<file path="src/rtl/gpio_bank_if.sv">
// Register bus between the core and gpio_bank: one-cycle write/read strobes,
// with the read data and its valid pulse returned one cycle later.
interface gpio_bank_if;
    logic [2:0]  bus_addr;
    logic        bus_we;
    logic        bus_re;
    logic [31:0] bus_wdata;
    logic [31:0] bus_rdata;
    logic        bus_rvalid;

    modport master (
        output bus_addr, bus_we, bus_re, bus_wdata,
        input  bus_rdata, bus_rvalid
    );

    modport slave (
        input  bus_addr, bus_we, bus_re, bus_wdata,
        output bus_rdata, bus_rvalid
    );
endinterface

</file>
<file path="src/rtl/gpio_bank.sv">
// Parametrised GPIO bank: direction/data registers, atomic set/clear, synchronised
// inputs and rise/fall W1C interrupts. Define GPIO_DEBOUNCE_EN to add a per-pin debounce filter.
module gpio_bank #(
    parameter int N_GPIO          = 10,
    parameter int SYNC_STAGES     = 2,
    parameter int DEBOUNCE_CYCLES = 16
) (
    input  logic              clk,
    input  logic              rst_n,
    gpio_bank_if.slave        bus,
    input  logic [N_GPIO-1:0] gpio_i,
    output logic [N_GPIO-1:0] gpio_o,
    output logic [N_GPIO-1:0] gpio_oe,
    output logic              irq
);

    localparam logic [2:0] ADDR_DATA_OUT = 3'd0;
    localparam logic [2:0] ADDR_DIR      = 3'd1;
    localparam logic [2:0] ADDR_DATA_IN  = 3'd2;
    localparam logic [2:0] ADDR_RISE_EN  = 3'd3;
    localparam logic [2:0] ADDR_FALL_EN  = 3'd4;
    localparam logic [2:0] ADDR_STATUS   = 3'd5;
    localparam logic [2:0] ADDR_SET      = 3'd6;
    localparam logic [2:0] ADDR_CLR      = 3'd7;

    logic [N_GPIO-1:0] data_out_q;
    logic [N_GPIO-1:0] dir_q;
    logic [N_GPIO-1:0] rise_en_q;
    logic [N_GPIO-1:0] fall_en_q;
    logic [N_GPIO-1:0] status_q;
    logic [N_GPIO-1:0] in_q;
    logic [N_GPIO-1:0] sync_q [SYNC_STAGES];

    logic [N_GPIO-1:0] sync_last;
    logic [N_GPIO-1:0] accept;
    logic [N_GPIO-1:0] in_next;
    logic [N_GPIO-1:0] rise;
    logic [N_GPIO-1:0] fall;
    logic [N_GPIO-1:0] w1c_mask;
    logic [N_GPIO-1:0] status_next;
    logic [N_GPIO-1:0] wdata_n;
    logic              wr_en;
    logic              rd_en;
    logic [31:0]       rd_mux;

    assign wdata_n   = bus.bus_wdata[N_GPIO-1:0];
    assign wr_en     = bus.bus_we;
    assign rd_en     = bus.bus_re & ~bus.bus_we;
    assign sync_last = sync_q[SYNC_STAGES-1];

    generate
        if (N_GPIO < 32) begin : g_unused_wdata
            logic unused_wdata_hi;
            assign unused_wdata_hi = ^bus.bus_wdata[31:N_GPIO];
        end
    endgenerate

    always_ff @(posedge clk) begin
        if (!rst_n) begin
            for (int s = 0; s < SYNC_STAGES; s++) begin
                sync_q[s] <= '0;
            end
        end else begin
            sync_q[0] <= gpio_i;
            for (int s = 1; s < SYNC_STAGES; s++) begin
                sync_q[s] <= sync_q[s-1];
            end
        end
    end

`ifdef GPIO_DEBOUNCE_EN
    // A pin's counter only runs while the synchronised level disagrees with in_q.
    localparam int CW = (DEBOUNCE_CYCLES > 1) ? $clog2(DEBOUNCE_CYCLES) : 1;
    localparam logic [CW-1:0] CNT_MAX = CW'(DEBOUNCE_CYCLES - 1);

    logic [CW-1:0] cnt_q [N_GPIO];

    always_comb begin
        accept = '0;
        for (int p = 0; p < N_GPIO; p++) begin
            accept[p] = (sync_last[p] != in_q[p]) && (cnt_q[p] == CNT_MAX);
        end
    end

    always_ff @(posedge clk) begin
        if (!rst_n) begin
            for (int p = 0; p < N_GPIO; p++) begin
                cnt_q[p] <= '0;
            end
        end else begin
            for (int p = 0; p < N_GPIO; p++) begin
                if ((sync_last[p] == in_q[p]) || (cnt_q[p] == CNT_MAX)) begin
                    cnt_q[p] <= '0;
                end else begin
                    cnt_q[p] <= cnt_q[p] + 1'b1;
                end
            end
        end
    end
`else
    assign accept = '1;
`endif

    assign in_next  = (sync_last & accept) | (in_q & ~accept);
    assign rise     = in_next & ~in_q;
    assign fall     = ~in_next & in_q;
    assign w1c_mask = (wr_en && (bus.bus_addr == ADDR_STATUS)) ? wdata_n : '0;

    // A fresh edge is ORed in after the W1C clear, so it survives a same-cycle clear.
    assign status_next = (status_q & ~w1c_mask) | (rise & rise_en_q) | (fall & fall_en_q);

    always_ff @(posedge clk) begin
        if (!rst_n) begin
            data_out_q <= '0;
            dir_q      <= '0;
            rise_en_q  <= '0;
            fall_en_q  <= '0;
            status_q   <= '0;
            in_q       <= '0;
        end else begin
            in_q     <= in_next;
            status_q <= status_next;
            if (wr_en) begin
                case (bus.bus_addr)
                    ADDR_DATA_OUT: data_out_q <= wdata_n;
                    ADDR_DIR:      dir_q      <= wdata_n;
                    ADDR_RISE_EN:  rise_en_q  <= wdata_n;
                    ADDR_FALL_EN:  fall_en_q  <= wdata_n;
                    ADDR_SET:      data_out_q <= data_out_q | wdata_n;
                    ADDR_CLR:      data_out_q <= data_out_q & ~wdata_n;
                    default:       ;
                endcase
            end
        end
    end

    always_comb begin
        rd_mux = '0;
        case (bus.bus_addr)
            ADDR_DATA_OUT: rd_mux[N_GPIO-1:0] = data_out_q;
            ADDR_DIR:      rd_mux[N_GPIO-1:0] = dir_q;
            ADDR_DATA_IN:  rd_mux[N_GPIO-1:0] = in_q;
            ADDR_RISE_EN:  rd_mux[N_GPIO-1:0] = rise_en_q;
            ADDR_FALL_EN:  rd_mux[N_GPIO-1:0] = fall_en_q;
            ADDR_STATUS:   rd_mux[N_GPIO-1:0] = status_q;
            default:       rd_mux = '0;
        endcase
    end

    always_ff @(posedge clk) begin
        if (!rst_n) begin
            bus.bus_rdata  <= '0;
            bus.bus_rvalid <= 1'b0;
        end else begin
            bus.bus_rvalid <= rd_en;
            if (rd_en) begin
                bus.bus_rdata <= rd_mux;
            end
        end
    end

    assign gpio_o  = data_out_q;
    assign gpio_oe = dir_q;
    assign irq     = |status_q;

endmodule

</file>
<file path="src/flat_wrapper.sv">
// flat-port wrapper written by rule: the top's interface ports become plain ports
module gpio_bank_flat 
#(
    parameter int N_GPIO          = 10,
    parameter int SYNC_STAGES     = 2,
    parameter int DEBOUNCE_CYCLES = 16
)
  (clk, rst_n, gpio_i, gpio_o, gpio_oe, irq, bus_bus_addr, bus_bus_we, bus_bus_re, bus_bus_wdata, bus_bus_rdata, bus_bus_rvalid);
  gpio_bank_if bus_i ();
  input  logic clk;
  input  logic rst_n;
  input  logic [N_GPIO-1:0] gpio_i;
  output logic [N_GPIO-1:0] gpio_o;
  output logic [N_GPIO-1:0] gpio_oe;
  output logic irq;
  input wire logic [$bits(bus_i.bus_addr)-1:0] bus_bus_addr;
  input wire logic [$bits(bus_i.bus_we)-1:0] bus_bus_we;
  input wire logic [$bits(bus_i.bus_re)-1:0] bus_bus_re;
  input wire logic [$bits(bus_i.bus_wdata)-1:0] bus_bus_wdata;
  output wire logic [$bits(bus_i.bus_rdata)-1:0] bus_bus_rdata;
  output wire logic [$bits(bus_i.bus_rvalid)-1:0] bus_bus_rvalid;
  assign bus_i.bus_addr = bus_bus_addr;
  assign bus_i.bus_we = bus_bus_we;
  assign bus_i.bus_re = bus_bus_re;
  assign bus_i.bus_wdata = bus_bus_wdata;
  assign bus_bus_rdata = bus_i.bus_rdata;
  assign bus_bus_rvalid = bus_i.bus_rvalid;
  gpio_bank #(.N_GPIO(N_GPIO), .SYNC_STAGES(SYNC_STAGES), .DEBOUNCE_CYCLES(DEBOUNCE_CYCLES)) u_core (.clk(clk), .rst_n(rst_n), .bus(bus_i), .gpio_i(gpio_i), .gpio_o(gpio_o), .gpio_oe(gpio_oe), .irq(irq));
endmodule
</file>
<file path="config.mk">
export PLATFORM = sky130hd
export DESIGN_NAME = gpio_bank_flat
export DESIGN_NICKNAME = d
export VERILOG_FILES = /design/src/rtl/gpio_bank_if.sv /design/src/rtl/gpio_bank.sv /design/src/flat_wrapper.sv
export SDC_FILE = /design/constraint.sdc
export NUM_CORES = 1
export LEC_CHECK = 0
export CAP_MARGIN = 5
export CORE_MARGIN = 4
export CORE_UTILIZATION = 45
export DETAILED_ROUTE_END_ITERATION = 7
export PLACE_DENSITY = 0.74
export SYNTH_ARGS = -nofsm -noshare
export SYNTH_HDL_FRONTEND = slang
export SYNTH_SLANG_ARGS = --single-unit
</file>
<file path="constraint.sdc">
create_clock -name clk -period 1.5 [get_ports clk]
set_input_delay 0.225 -clock clk [delete_from_list [all_inputs] [get_ports clk]]
set_output_delay 0.225 -clock clk [all_outputs]
set_load 0.005 [all_outputs]
</file>
After elaboration in Yosys (flattened, before gate mapping)
Memory sizes are Yosys's and may differ from the RTL's.
Index checks and enable logic that the tools add are counted.
{ "op_classes": {"eq_ne": 7, "n_mux": 7, "n_bitwise": 17, "n_reduce_logical": 8} }
{ "ops": {"columns": ["op", "n"], "rows": [
  ["$and 10x10->10", 6],
  ["$pmux 10 s6", 1],
  ["$not 10->10", 4],
  ["$mux 10", 3],
  ["$or 10x10->10", 3],
  ["$pmux 10 s3", 1],
  ["$eq 3x3->1 const B", 4],
  ["$reduce_or 10->1", 1],
  ["$reduce_and 2->1", 4],
  ["$eq 3x2->1 const B", 2],
  ["$eq 3x1->1 const B", 1],
  ["$logic_not 3->1", 1],
  ["$reduce_bool 3->1", 1],
  ["$mux 1", 2],
  ["$or 1x1->1", 2],
  ["$and 1x1->1", 1],
  ["$logic_and 1x1->1", 1],
  ["$not 1->1", 1]
]} }
{ "word_totals": {"register_bits": 71, "ram_bits": 20, "in_bits": 49, "out_inout_bits": 54, "word_cells": 48, "memories": 1} }
{ "mem_list": {"columns": ["memory", "depth", "width", "rd", "rd_clocked_by_memory_dff", "wr", "line_no", "rtl"], "rows": [
  ["u_core.sync_q", 2, 10, 2, 0, 2, "gpio_bank.sv:32", "logic [N_GPIO-1:0] sync_q [SYNC_STAGES];"]
]} }

Depth between registers and ports, before layout
Gate-level depths: netlist of the first run.
{ "depth": {"word_depth": 7, "ltp_mapped": 6, "mapped_depth_nobuf": 3} }

Worst setup path before layout of the first run
Ideal clock, no wire load.
{ "synth_path": {"path_type": "input port to flip-flop", "startpoint": "in bus_bus_addr[2]", "endpoint": "reg u_core.data_out_q[8], in the netlist u_core.gpio_o[8]", "setup_ns": 0.116, "arrival_time_ns": 1.083, "t_required_ns": 1.384, "slack_ns": 0.300, "path_stages": 5, "n_path_buf": 2, "cell_sequence": "buf_6 -> or4b_1 -> buf_2 -> nand3_1 -> a21boi_1"} }
{ "synth_between": {"elab_chain_len": 3, "word_cells_on_any_way": 6, "cone_classes": "eq/ne (2); mux (1); reduce/logical (3)"} }
{ "synth_rtl": {"columns": ["element", "line_no", "rtl"], "rows": [
  ["from (decl)", "flat_wrapper.sv:16", "input wire logic [$bits(bus_i.bus_addr)-1:0] bus_bus_addr;"],
  ["$eq 3x3->1 / $logic_not 3->1 (equally long branches)", "gpio_bank.sv:124", "case (bus.bus_addr)"],
  ["$reduce_bool 3->1 (no source line)", null, null],
  ["$reduce_and 2->1 (no source line)", null, null],
  ["to (signal assigned)", "gpio_bank.sv:125", "ADDR_DATA_OUT: data_out_q <= wdata_n;"],
  ["to (signal assigned)", "gpio_bank.sv:129", "ADDR_SET: data_out_q <= data_out_q | wdata_n;"],
  ["to (signal assigned)", "gpio_bank.sv:130", "ADDR_CLR: data_out_q <= data_out_q & ~wdata_n;"],
  ["to (decl)", "gpio_bank.sv:26", "logic [N_GPIO-1:0] data_out_q;"]
]} }
Several ways; a longest one is shown, not always the timed one.
A chain may end at the register's enable or synchronous reset.

Worst setup path in the final report of the first run
{ "layout_path": {"startpoint": "reg u_core.status_q[1]", "endpoint": "out irq"} }
{ "layout_between": {"elab_chain_len": 1} }
{ "layout_rtl": {"columns": ["element", "line_no", "rtl"], "rows": [
  ["from (decl)", "gpio_bank.sv:30", "logic [N_GPIO-1:0] status_q;"],
  ["from (signal assigned)", "gpio_bank.sv:122", "status_q <= status_next;"],
  ["$reduce_or 10->1", "gpio_bank.sv:164", "assign irq = |status_q;"],
  ["to (decl)", "flat_wrapper.sv:15", "output logic irq;"]
]} }
Every way passes these cells.

==> metrics.log, run 1 <==
[metrics] run status: finished, final reports clean
[metrics] total of buffers placed on input and output ports: 58
[metrics] share of flip-flops with an asynchronous set or reset: 0%
[metrics] unrepaired setup endpoints after global routing: true
[metrics] CTS sink count: 91
[metrics] starting DRC count in detailed routing: 239
[metrics] kind of path behind the tightest hold check: in -> reg
[metrics] GR Util met2: 32.5%
[metrics] min Tclk post-route: 1.48 ns
[metrics] setup slack of the worst register-to-register path: 0.31 ns
[metrics] share of post-route cells with drive strength above 1: 20.2%
[metrics] end-of-flow core utilization: 60.0%
[metrics] summed negative setup slack over all endpoints: 0 ns
[metrics] Clk Latency, worst-skew pair: 0.36 ns
[metrics] unique cell type count in the Yosys netlist: 42
[metrics] Final Setup Violations: 0
[metrics] required arrival time at the worst endpoint: 1.27 ns
[metrics] Max Slew Vio Count: 0
[metrics] iteration count of the initial detailed-routing pass: 5
[metrics] synthesized area: 0.00409 sq mm
[metrics] count of pins on the block boundary: 103
[metrics] Min-Delay Path Depth: 2
[metrics] final weighted congestion in routability-driven placement: 0.945
[metrics] largest net degree at the start of global routing: 45
[metrics] Setup Skew: 0.0123 ns
[metrics] hold slack: 0.210 ns
[metrics] Fmax achieved: 0.674 GHz
[metrics] worst endpoint data arrival time: 1.26 ns
[metrics] routing usage on met1: 27.2%
[metrics] grt total ovfl: 0
[metrics] Die Ht: 103 um
[metrics] die width: 103 um
[metrics] Max FO, Critical Path: 3
[metrics] Critical Setup Path Class: reg -> out
[metrics] proportion of synthesized chip area in sequential cells: 44.6%
[metrics] maximum vdd ir drop: 0.410 mV
[metrics] dpl hpwl: 7.51 mm
[metrics] number of buffers inserted by post-CTS setup repair: 0
[metrics] effective utilization at floorplan: 46.6%
[metrics] fillcell total: 755
[metrics] total power consumption of the routed design: 4.95 mW
[metrics] CTS Buffer Depth: 2
[metrics] Reg2Reg Depth: 3
[metrics] CTS root buffer: sky130_fd_sc_hd__clkbuf_8
[metrics] Avg Vias per Cell: 5.39
[metrics] sequence of cells on the critical path: nor4_4, nand3_1, buf_2
[metrics] global routing met3 resource utilization: 4.02%
[metrics] area of the die: 0.0107 sq mm
[metrics] most frequent standard cell in the layout excluding fill and tap cells: sky130_fd_sc_hd__nand2_1
[metrics] initial antenna violation count: 0
[metrics] P per Cell Area: 941 mW/mm^2
[metrics] Clock H-tree levels: 3
[metrics] reg-to-reg endpoint: u_core.bus.bus_rdata[2]
[metrics] FF/Latch Area: 0.00185 sq mm
[metrics] count of antenna diodes in the layout: 0
[metrics] clock-pin slew of the registers on the worst-case setup and hold paths: 0.09 ns
[metrics] mean instance size in the synthesized netlist: 9.12 sq um
[metrics] launch point of the worst reg-to-reg path: u_core.status_q[2]
[metrics] DRC errors left: 0
[metrics] maximum single-stage delay on the critical path: 0.37 ns
[metrics] CTS tree: done
[metrics] number of global-route vias before repair: 3264
[metrics] mean routed wirelength per cell: 16.2 um
[metrics] Layout Area Growth over Synthesis: 28.6%
[metrics] number of nets at the end of the flow: 579
[metrics] Post-DRT Antenna Nets: 0
[metrics] final critical-path share of the clock period: 98.9%
[metrics] standard cell core area: 0.00876 sq mm
[metrics] overall global routing resource usage: 20.1%
[metrics] global-route wire length before repair: 16.7 mm
[metrics] total wire length: 10.4 mm
[metrics] critical path endpoint category: output pin
[metrics] row cnt: 34
[metrics] Max Cap Violations: 0
[metrics] total leakage power: 2.03 nW
[metrics] dominant synthesized flop cell: sky130_fd_sc_hd__dfxtp_1
[metrics] multi-input logic area: 0.00206 sq mm
[metrics] number of register bits inferred by synthesis: 91
[metrics] most used cells in the layout excluding fill and tap cells: sky130_fd_sc_hd__nand2_1, sky130_fd_sc_hd__dfxtp_1, sky130_fd_sc_hd__clkdlybuf4s50_1
[metrics] layer carrying the most global-route usage: met2
[metrics] startpoint type of the worst setup path: flop
[metrics] first element of the critical path: u_core.status_q[1]
[metrics] capture endpoint of the worst hold path: u_core.rise_en_q[8]
[metrics] cells after synthesis: 448
[metrics] Yosys Warn Count: 0
[metrics] number of flops mapped to enable cells by yosys: 0
[metrics] Hold Fails Final Rpt: 0
[metrics] cts bufs inserted: 9
[metrics] worst hold start: rst_n
[metrics] critical path's slowest cell: sky130_fd_sc_hd__dfxtp_4
[metrics] total via count in the routed design: 3466
-- flip-flops by register name, indices dropped and copies added, names as in the netlist --
register	count
u_core.in_q	10
u_core.rise_en_q	10
u_core.gpio_o	10
u_core.sync_q	20
u_core.fall_en_q	10
u_core.gpio_oe	10
u_core.bus.bus_rvalid	1
u_core.status_q	10
u_core.bus.bus_rdata	10
-- cell usage after synthesis (2+ instances only) --
cell type	n	area share, %
sky130_fd_sc_hd__a211o_1	2	0.43
sky130_fd_sc_hd__a21boi_0	27	5.0
sky130_fd_sc_hd__a21boi_1	23	4.2
sky130_fd_sc_hd__a21oi_1	4	0.49
sky130_fd_sc_hd__a222oi_1	2	0.49
sky130_fd_sc_hd__a22oi_1	3	0.55
sky130_fd_sc_hd__a31oi_1	8	1.2
sky130_fd_sc_hd__and2_1	31	4.7
sky130_fd_sc_hd__and4b_1	2	0.49
sky130_fd_sc_hd__buf_1	3	0.28
sky130_fd_sc_hd__buf_2	7	0.86
sky130_fd_sc_hd__buf_4	25	4.6
sky130_fd_sc_hd__buf_6	4	1.1
sky130_fd_sc_hd__clkbuf_1	15	1.4
sky130_fd_sc_hd__dfxtp_1	91	45
sky130_fd_sc_hd__mux2_2	13	3.6
sky130_fd_sc_hd__mux2i_1	12	2.9
sky130_fd_sc_hd__nand2_1	76	7.0
sky130_fd_sc_hd__nand3_1	21	2.6
sky130_fd_sc_hd__nand3b_1	10	1.8
sky130_fd_sc_hd__nand4_1	10	1.5
sky130_fd_sc_hd__nand4bb_1	2	0.55
sky130_fd_sc_hd__nor2_1	2	0.18
sky130_fd_sc_hd__nor2b_1	4	0.61
sky130_fd_sc_hd__nor4_1	2	0.31
sky130_fd_sc_hd__o21a_1	10	1.8
sky130_fd_sc_hd__o21ai_0	20	2.4
sky130_fd_sc_hd__o22a_1	5	1.1
-- worst max-delay path, delay by kind of cell, from the launching register on --
kind	cells	cell delay, ns
buf+inv	1	0.15
flops	1	0.37
simple gates	2	0.38
-- metal layers --
layer / up-vias / part of all wire (%)
met4: 0 / 1.4
met5: - / 0
met2: 118 / 48
met1: 1653 / 45
met3: 13 / 5.9
li1: 1682 / -
-- power by group --
part / switching [mW] / internal (mW) / total (mW) / leakage, nW
logic: 0.265 / 0.300 / 0.565 / 1.17
clock network: 0.886 / 0.949 / 1.84 / 0.106
registers: 0.0513 / 2.49 / 2.55 / 0.754
total: 1.20 / 3.74 / 4.95 / 2.03
-- worst max-delay path by stage --
stage / cells past startpoint / slack, ns / end
4_1_cts: 3 / -0.01 / irq
3_3_place_gp: 5 / -0.35 / u_core.gpio_o[8]
6_report: 3 / 0.02 / irq
2_1_floorplan: 5 / 0.30 / u_core.gpio_o[8]
3_5_place_dp: 5 / -0.38 / u_core.gpio_o[2]
5_1_grt: 3 / -0.02 / irq
-- logic make-up (layout without fill, tap and decap cells) --
| logic type | count (synthesis) | after routing | share of synthesized area [%] |
|---|---|---|---|
| AOI/OAI and AO/OA | 105 | 105 | 17.9 |
| xor gates and xnor gates | 1 | 1 | 0.398 |
| buffers and inverters | 54 | 120 | 8.20 |
| DFF | 91 | 91 | 44.6 |
| muxes | 27 | 27 | 7.16 |
| other | 1 | 22 | 0.0917 |
| and+or+nand+nor | 169 | 169 | 21.6 |
-- timing repair --
item	in CTS	in global routing
pin swaps	2	2
hold buffers	0	0
endpoints found under the setup margin	13	39
gates resized for setup	19	24
-- through the flow --
stage,setup slack [ns],cells,area (sq um)
after floorplan,0.300,469,4170
after global placement,-0.352,628,4940
after detailed placement,-0.376,628,4940
after CTS,-0.00968,643,5200
after global routing,-0.0197,643,5260
final,0.0163,643,5260
-- area by class of cell --
class / instances / area share (%)
clock buffer: 9 / 2.36
clock inverter: 7 / 1.93
multi-input combinational: 324 / 39.1
sequential: 91 / 35.3
tap: 108 / 2.57
timing repair buffer: 104 / 18.8
(Power assumes the default switching activity.)
==> run 2, diff against run 1 <==
==> constraint.sdc (replaced) <==
create_clock -name clk -period 1.7 [get_ports clk]
set_input_delay 0.255 -clock clk [delete_from_list [all_inputs] [get_ports clk]]
set_output_delay 0.255 -clock clk [all_outputs]
set_load 0.005 [all_outputs]
==> metrics.log, run 2 (synthesis results as in run 1) <==
[metrics] run status: finished, final reports clean
[metrics] Max FO, Critical Path: 3
[metrics] total leakage power: 1.97 nW
[metrics] global-route wire length before repair: 16.7 mm
[metrics] count of pins on the block boundary: 103
[metrics] Met1 Routed Length: 4.60 mm
[metrics] met3 wire length: 747 um
[metrics] iteration count of the initial detailed-routing pass: 5
[metrics] largest register by flop count: u_core.sync_q
[metrics] overall global routing resource usage: 20.3%
[metrics] most frequent standard cell in the layout excluding fill and tap cells: sky130_fd_sc_hd__dfxtp_1
[metrics] maximum vdd ir drop: 0.505 mV
[metrics] kind of path behind the tightest hold check: in -> reg
[metrics] CTS hold repair buffers: 0
[metrics] post-placement cell area: 0.00496 sq mm
[metrics] Clock H-tree levels: 3
[metrics] CTS tree: done
[metrics] DRC errors left: 0
[metrics] share of post-route cells with drive strength above 1: 16.8%
[metrics] row cnt: 34
[metrics] internal power: 3.34 mW
[metrics] CTS root buffer: sky130_fd_sc_hd__clkbuf_8
[metrics] number of buffers inserted by post-CTS setup repair: 0
[metrics] largest net degree at the start of global routing: 69
[metrics] die width: 103 um
[metrics] clock-pin slew of the registers on the worst-case setup and hold paths: 0.08 ns
[metrics] Die Ht: 103 um
[metrics] Hold Fails Final Rpt: 0
[metrics] mean routed wirelength per cell: 16.2 um
[metrics] most used cells in the layout excluding fill and tap cells: sky130_fd_sc_hd__dfxtp_1, sky130_fd_sc_hd__nand2_1, sky130_fd_sc_hd__clkdlybuf4s50_1
[metrics] count of antenna diodes in the layout: 0
[metrics] routed wl met2: 4.98 mm
[metrics] hold slack: 0.357 ns
[metrics] critical path endpoint category: output pin
[metrics] Avg Vias per Cell: 5.43
[metrics] Flop pwr share: 51.1%
[metrics] total wire length: 10.5 mm
[metrics] standard cell core area: 0.00876 sq mm
[metrics] number of nets at the end of the flow: 585
[metrics] summed negative setup slack over all endpoints: 0 ns
[metrics] Fmax achieved: 0.595 GHz
[metrics] top layer reached by signal wires: met4
[metrics] total via count in the routed design: 3527
[metrics] grt total ovfl: 0
[metrics] number of flip-flops in the largest register: 20
[metrics] Critical Setup Path Class: reg -> out
[metrics] startpoint type of the worst setup path: flop
[metrics] reported net switching power: 1.05 mW
[metrics] Clock power frac: 37.4%
[metrics] Final Setup Violations: 0
[metrics] final critical-path share of the clock period: 98.9%
[metrics] Post-DRT Antenna Nets: 0
[metrics] CTS sink count: 91
[metrics] initial antenna violation count: 0
[metrics] dpl hpwl: 7.59 mm
[metrics] P per Cell Area: 841 mW/mm^2
[metrics] area of the die: 0.0107 sq mm
[metrics] Comb power frac: 11.5%
[metrics] min Tclk post-route: 1.68 ns
[metrics] effective utilization at floorplan: 46.6%
[metrics] worst endpoint data arrival time: 1.43 ns
[metrics] Setup Skew: 0.00760 ns
[metrics] cts bufs inserted: 9
[metrics] total of buffers placed on input and output ports: 58
[metrics] Clk Latency, worst-skew pair: 0.36 ns
[metrics] area of all placed cells without fillers: 0.00522 sq mm
[metrics] Max Slew Vio Count: 0
[metrics] number of global-route vias before repair: 3357
[metrics] Sw Share: 23.8%
[metrics] starting DRC count in detailed routing: 226
[metrics] Layout Area Growth over Synthesis: 27.7%
[metrics] Max Cap Violations: 0
[metrics] CTS Buffer Depth: 2
[metrics] final weighted congestion in routability-driven placement: 0.851
[metrics] unrepaired setup endpoints after global routing: true
[metrics] required arrival time at the worst endpoint: 1.44 ns
[run 2: power groups by stage]
stage	clock network (mW)	registers, mW	logic [mW]
after CTS	1.68	2.24	0.499
after detailed placement	0	2.29	0.496
after global routing	1.76	2.25	0.548
after global placement	0	2.29	0.487
final	1.64	2.24	0.504
after floorplan	0	2.28	0.271
[run 2: path summary, 6_finish.rpt]
path	startpoint	endpoint	slack [ns]	cells past startpoint
worst max-delay path	u_core.status_q[8]	irq	0.02	3
worst min-delay path	rst_n	u_core.status_q[7]	0.36	3
worst max register to register	u_core.status_q[2]	u_core.bus.bus_rdata[2]	0.49	3
worst min register to register	u_core.sync_q[0][2]	u_core.sync_q[0][12]	0.44	1
[run 2: what timing repair did]
item	4_1_cts	5_1_grt
endpoints found under the setup margin	2	2
resized for setup	5	4
hold endpoints to repair	0	0
pin swaps	1	3
[run 2: layout make-up]
class                           instances  area, sq um
Multi-Input combinational cell        324         2040
Clock inverter                          5         85.1
Tap cell                              108          135
Sequential cell                        91         1830
Timing Repair Buffer                  110          990
Clock buffer                           11          141
Fill cell                             769         3540
[run 2: metrics by stage]
stage,power (mW),worst slack [ns],cells,utilization (%)
final,4.39,0.0195,649,59.6
after detailed placement,2.79,-0.417,634,56.7
after global routing,4.55,-0.0102,649,59.6
after floorplan,2.55,0.470,469,-
after global placement,2.78,-0.269,634,56.7
after CTS,4.42,0.0178,649,59.4
[run 2: per-layer routing]
| layer | up-vias | track usage (%) |
|---|---|---|
| met1 | 1675 | 27.5 |
| met3 | 17 | 4.76 |
| met5 | - | 0 |
| met2 | 147 | 32.0 |
| met4 | 0 | 7.07 |
| li1 | 1688 | - |
[run 2: worst max-delay path, cell delays in order (launching register included)]
cell and delay (ns):
sky130_fd_sc_hd__dfxtp_2 0.35, sky130_fd_sc_hd__nor4_4 0.30, sky130_fd_sc_hd__nand3_1 0.14, sky130_fd_sc_hd__dlygate4sd2_1 0.29
==> variant (flow settings as in run 1) <==
`SYNC_STAGES` is set to 2 in 2 places; all go to 1.
--- a/src/rtl/gpio_bank.sv
+++ b/src/rtl/gpio_bank.sv
@@ -2,7 +2,7 @@
 // inputs and rise/fall W1C interrupts. Define GPIO_DEBOUNCE_EN to add a per-pin debounce filter.
 module gpio_bank #(
     parameter int N_GPIO          = 10,
-    parameter int SYNC_STAGES     = 2,
+    parameter int SYNC_STAGES     = 1,
     parameter int DEBOUNCE_CYCLES = 16
 ) (
     input  logic              clk,
--- a/src/flat_wrapper.sv
+++ b/src/flat_wrapper.sv
@@ -2,7 +2,7 @@
 module gpio_bank_flat 
 #(
     parameter int N_GPIO          = 10,
-    parameter int SYNC_STAGES     = 2,
+    parameter int SYNC_STAGES     = 1,
     parameter int DEBOUNCE_CYCLES = 16
 )
   (clk, rst_n, gpio_i, gpio_o, gpio_oe, irq, bus_bus_addr, bus_bus_we, bus_bus_re, bus_bus_wdata, bus_bus_rdata, bus_bus_rvalid);
Check against the original RTL: not equivalent (Yosys sat finds a counterexample within 4 cycles, from zero or initial values and one cycle with rst_n low).
==> variant against run 1 <==
The flow now finishes with violations (setup timing). Total power decreased by 3.0%. Wire length increased by 2.6%. Design area decreased by 5.4%. Fmax decreased by 2.5%. Synthesized area decreased by 6.1%. Sequential cell count decreased by 10. Global-route usage increased by 1.2 points. Worst setup slack got worse by 0.037 ns.
==> variant: results (changes against run 1) <==
gr usage total 21.33% (+1.2 points); vias in the first global route 3233 (-0.95%); final worst slack -0.02096 ns (-0.03729 ns); placed insts 601 (-4.3%); hpwl dp 7630 um (+1.6%); Netlist cell types 38 (-9.5%); initial DRC count 300 (+26%); sequential cell area fraction in the yosys report 42.26% (-2.3 points); largest net degree at the start of global routing 82 (+82%); clk root buf clkbuf_8; Nets 557 (-3.8%); top post-synthesis cells by area dfxtp_1 (42%), a21boi_0 (7.4%), nand2_1 (6.9%), buf_4 (5.1%), mux2_2 (5.0%); RR Startpoint u_core.status_q[6]; layout cells sized above 1 22.81% (+2.6 points); Vias/cell 5.615 (+4.2%); Setup crit start u_core.status_q[4]; Placer Congestion 0.8569 (-9.4%); Worst Skew 0.007855 ns (-0.004427 ns); 1st-pass router iterations 5 (unchanged); Lkg Pwr 1.909 nW (-6.1%); Critical Path AT 1.30 ns (+0.04 ns); Post-Route WL 10710 um (+2.6%); status finished with violations; Peak supply drop 0.0004925 V (+20%); final setup fails 1 (+1); Post-Layout Cell Count 618 (-3.9%); PortBufs 58 (unchanged); Clock transition at path regs 0.08 ns; Avg Cell Area, Syn 8.987 um2 (-1.5%); post-route setup TNS -0.02096 ns (-0.02096 ns); violated checks setup timing; top cells by count, synth dfxtp_1 (81), nand2_1 (71), a21boi_0 (38); # fillers 719 (-4.8%); prevailing post-synth register cell dfxtp_1
==> variant: cell families after synthesis <==
family,count (synthesis),synth area share [%]
xor+xnor,1,0.4240
mux,19,5.771
simple gates,157,21.75
compound gates,111,20.51
flops,81,42.26
other cells,1,0.09772
buf+inv,57,9.194
==> variant: critical path, stage by stage, from the launching register on <==
cell and delay, ns:
dfxtp_2 0.34, nor4_4 0.32, nand3_1 0.13, buf_2 0.14
==> variant: metrics by stage <==
| step | area (um2) | power (mW) | hold WS, ns | utilization, % | setup WS [ns] |
|---|---|---|---|---|---|
| final | 4974 | 4.797 | 0.3428 | 60.23 | -0.02096 |
| after global routing | 4974 | 4.986 | 0.3557 | 60.23 | -0.06082 |
| after CTS | 4925 | 4.801 | 0.3480 | 59.64 | -0.05838 |
| after detailed placement | 4637 | 2.877 | 0.4710 | 56.15 | -0.4450 |
| after global placement | 4637 | 2.867 | 0.4638 | 56.15 | -0.3735 |
| after floorplan | 3916 | 2.620 | 0.3523 | - | 0.2442 |
==> variant: area by class of cell <==
| type | count | area [um2] | area share [%] |
|---|---|---|---|
| timing repair buffer | 103 | 949.7 | 19.09 |
| multi-input combinational | 310 | 1989 | 40.00 |
| sequential | 81 | 1649 | 33.16 |
| clock buffer | 9 | 123.9 | 2.491 |
| clock inverter | 7 | 118.9 | 2.390 |
| tap | 105 | 131.4 | 2.642 |
| inverter | 3 | 11.26 | 0.2264 |
==> variant: timing repair <==
item	4_1_cts	5_1_grt
endpoints found under the setup margin	30	46
pin swaps	2	3
hold buffers	0	0
buffers inserted	1	1
resized for setup	20	27
==> variant: power by group through the flow <==
stage                     clock network (mW)  logic, mW  registers (mW)
after floorplan                            0      0.310            2.31
after global placement                     0      0.543            2.32
after detailed placement                   0      0.553            2.32
after CTS                               1.96      0.562            2.28
after global routing                    2.09      0.611            2.29
final                                   1.95      0.571            2.28
==> variant: final timing paths <==
kind                                                end  slack, ns  depth (start not counted)
worst max register to register  u_core.bus.bus_rdata[6]       0.28                          3
worst min-delay path                 u_core.status_q[8]       0.34                          3
worst min register to register        u_core.gpio_oe[0]       0.47                          2
worst max-delay path                                irq      -0.02                          3
==> variant: layer usage <==
layer  track usage, %  part of all wire (%)
met1            28.69                    44
met2            33.33                    46
met3            5.907                   7.5
met4            6.528                   1.8
met5                0                     0
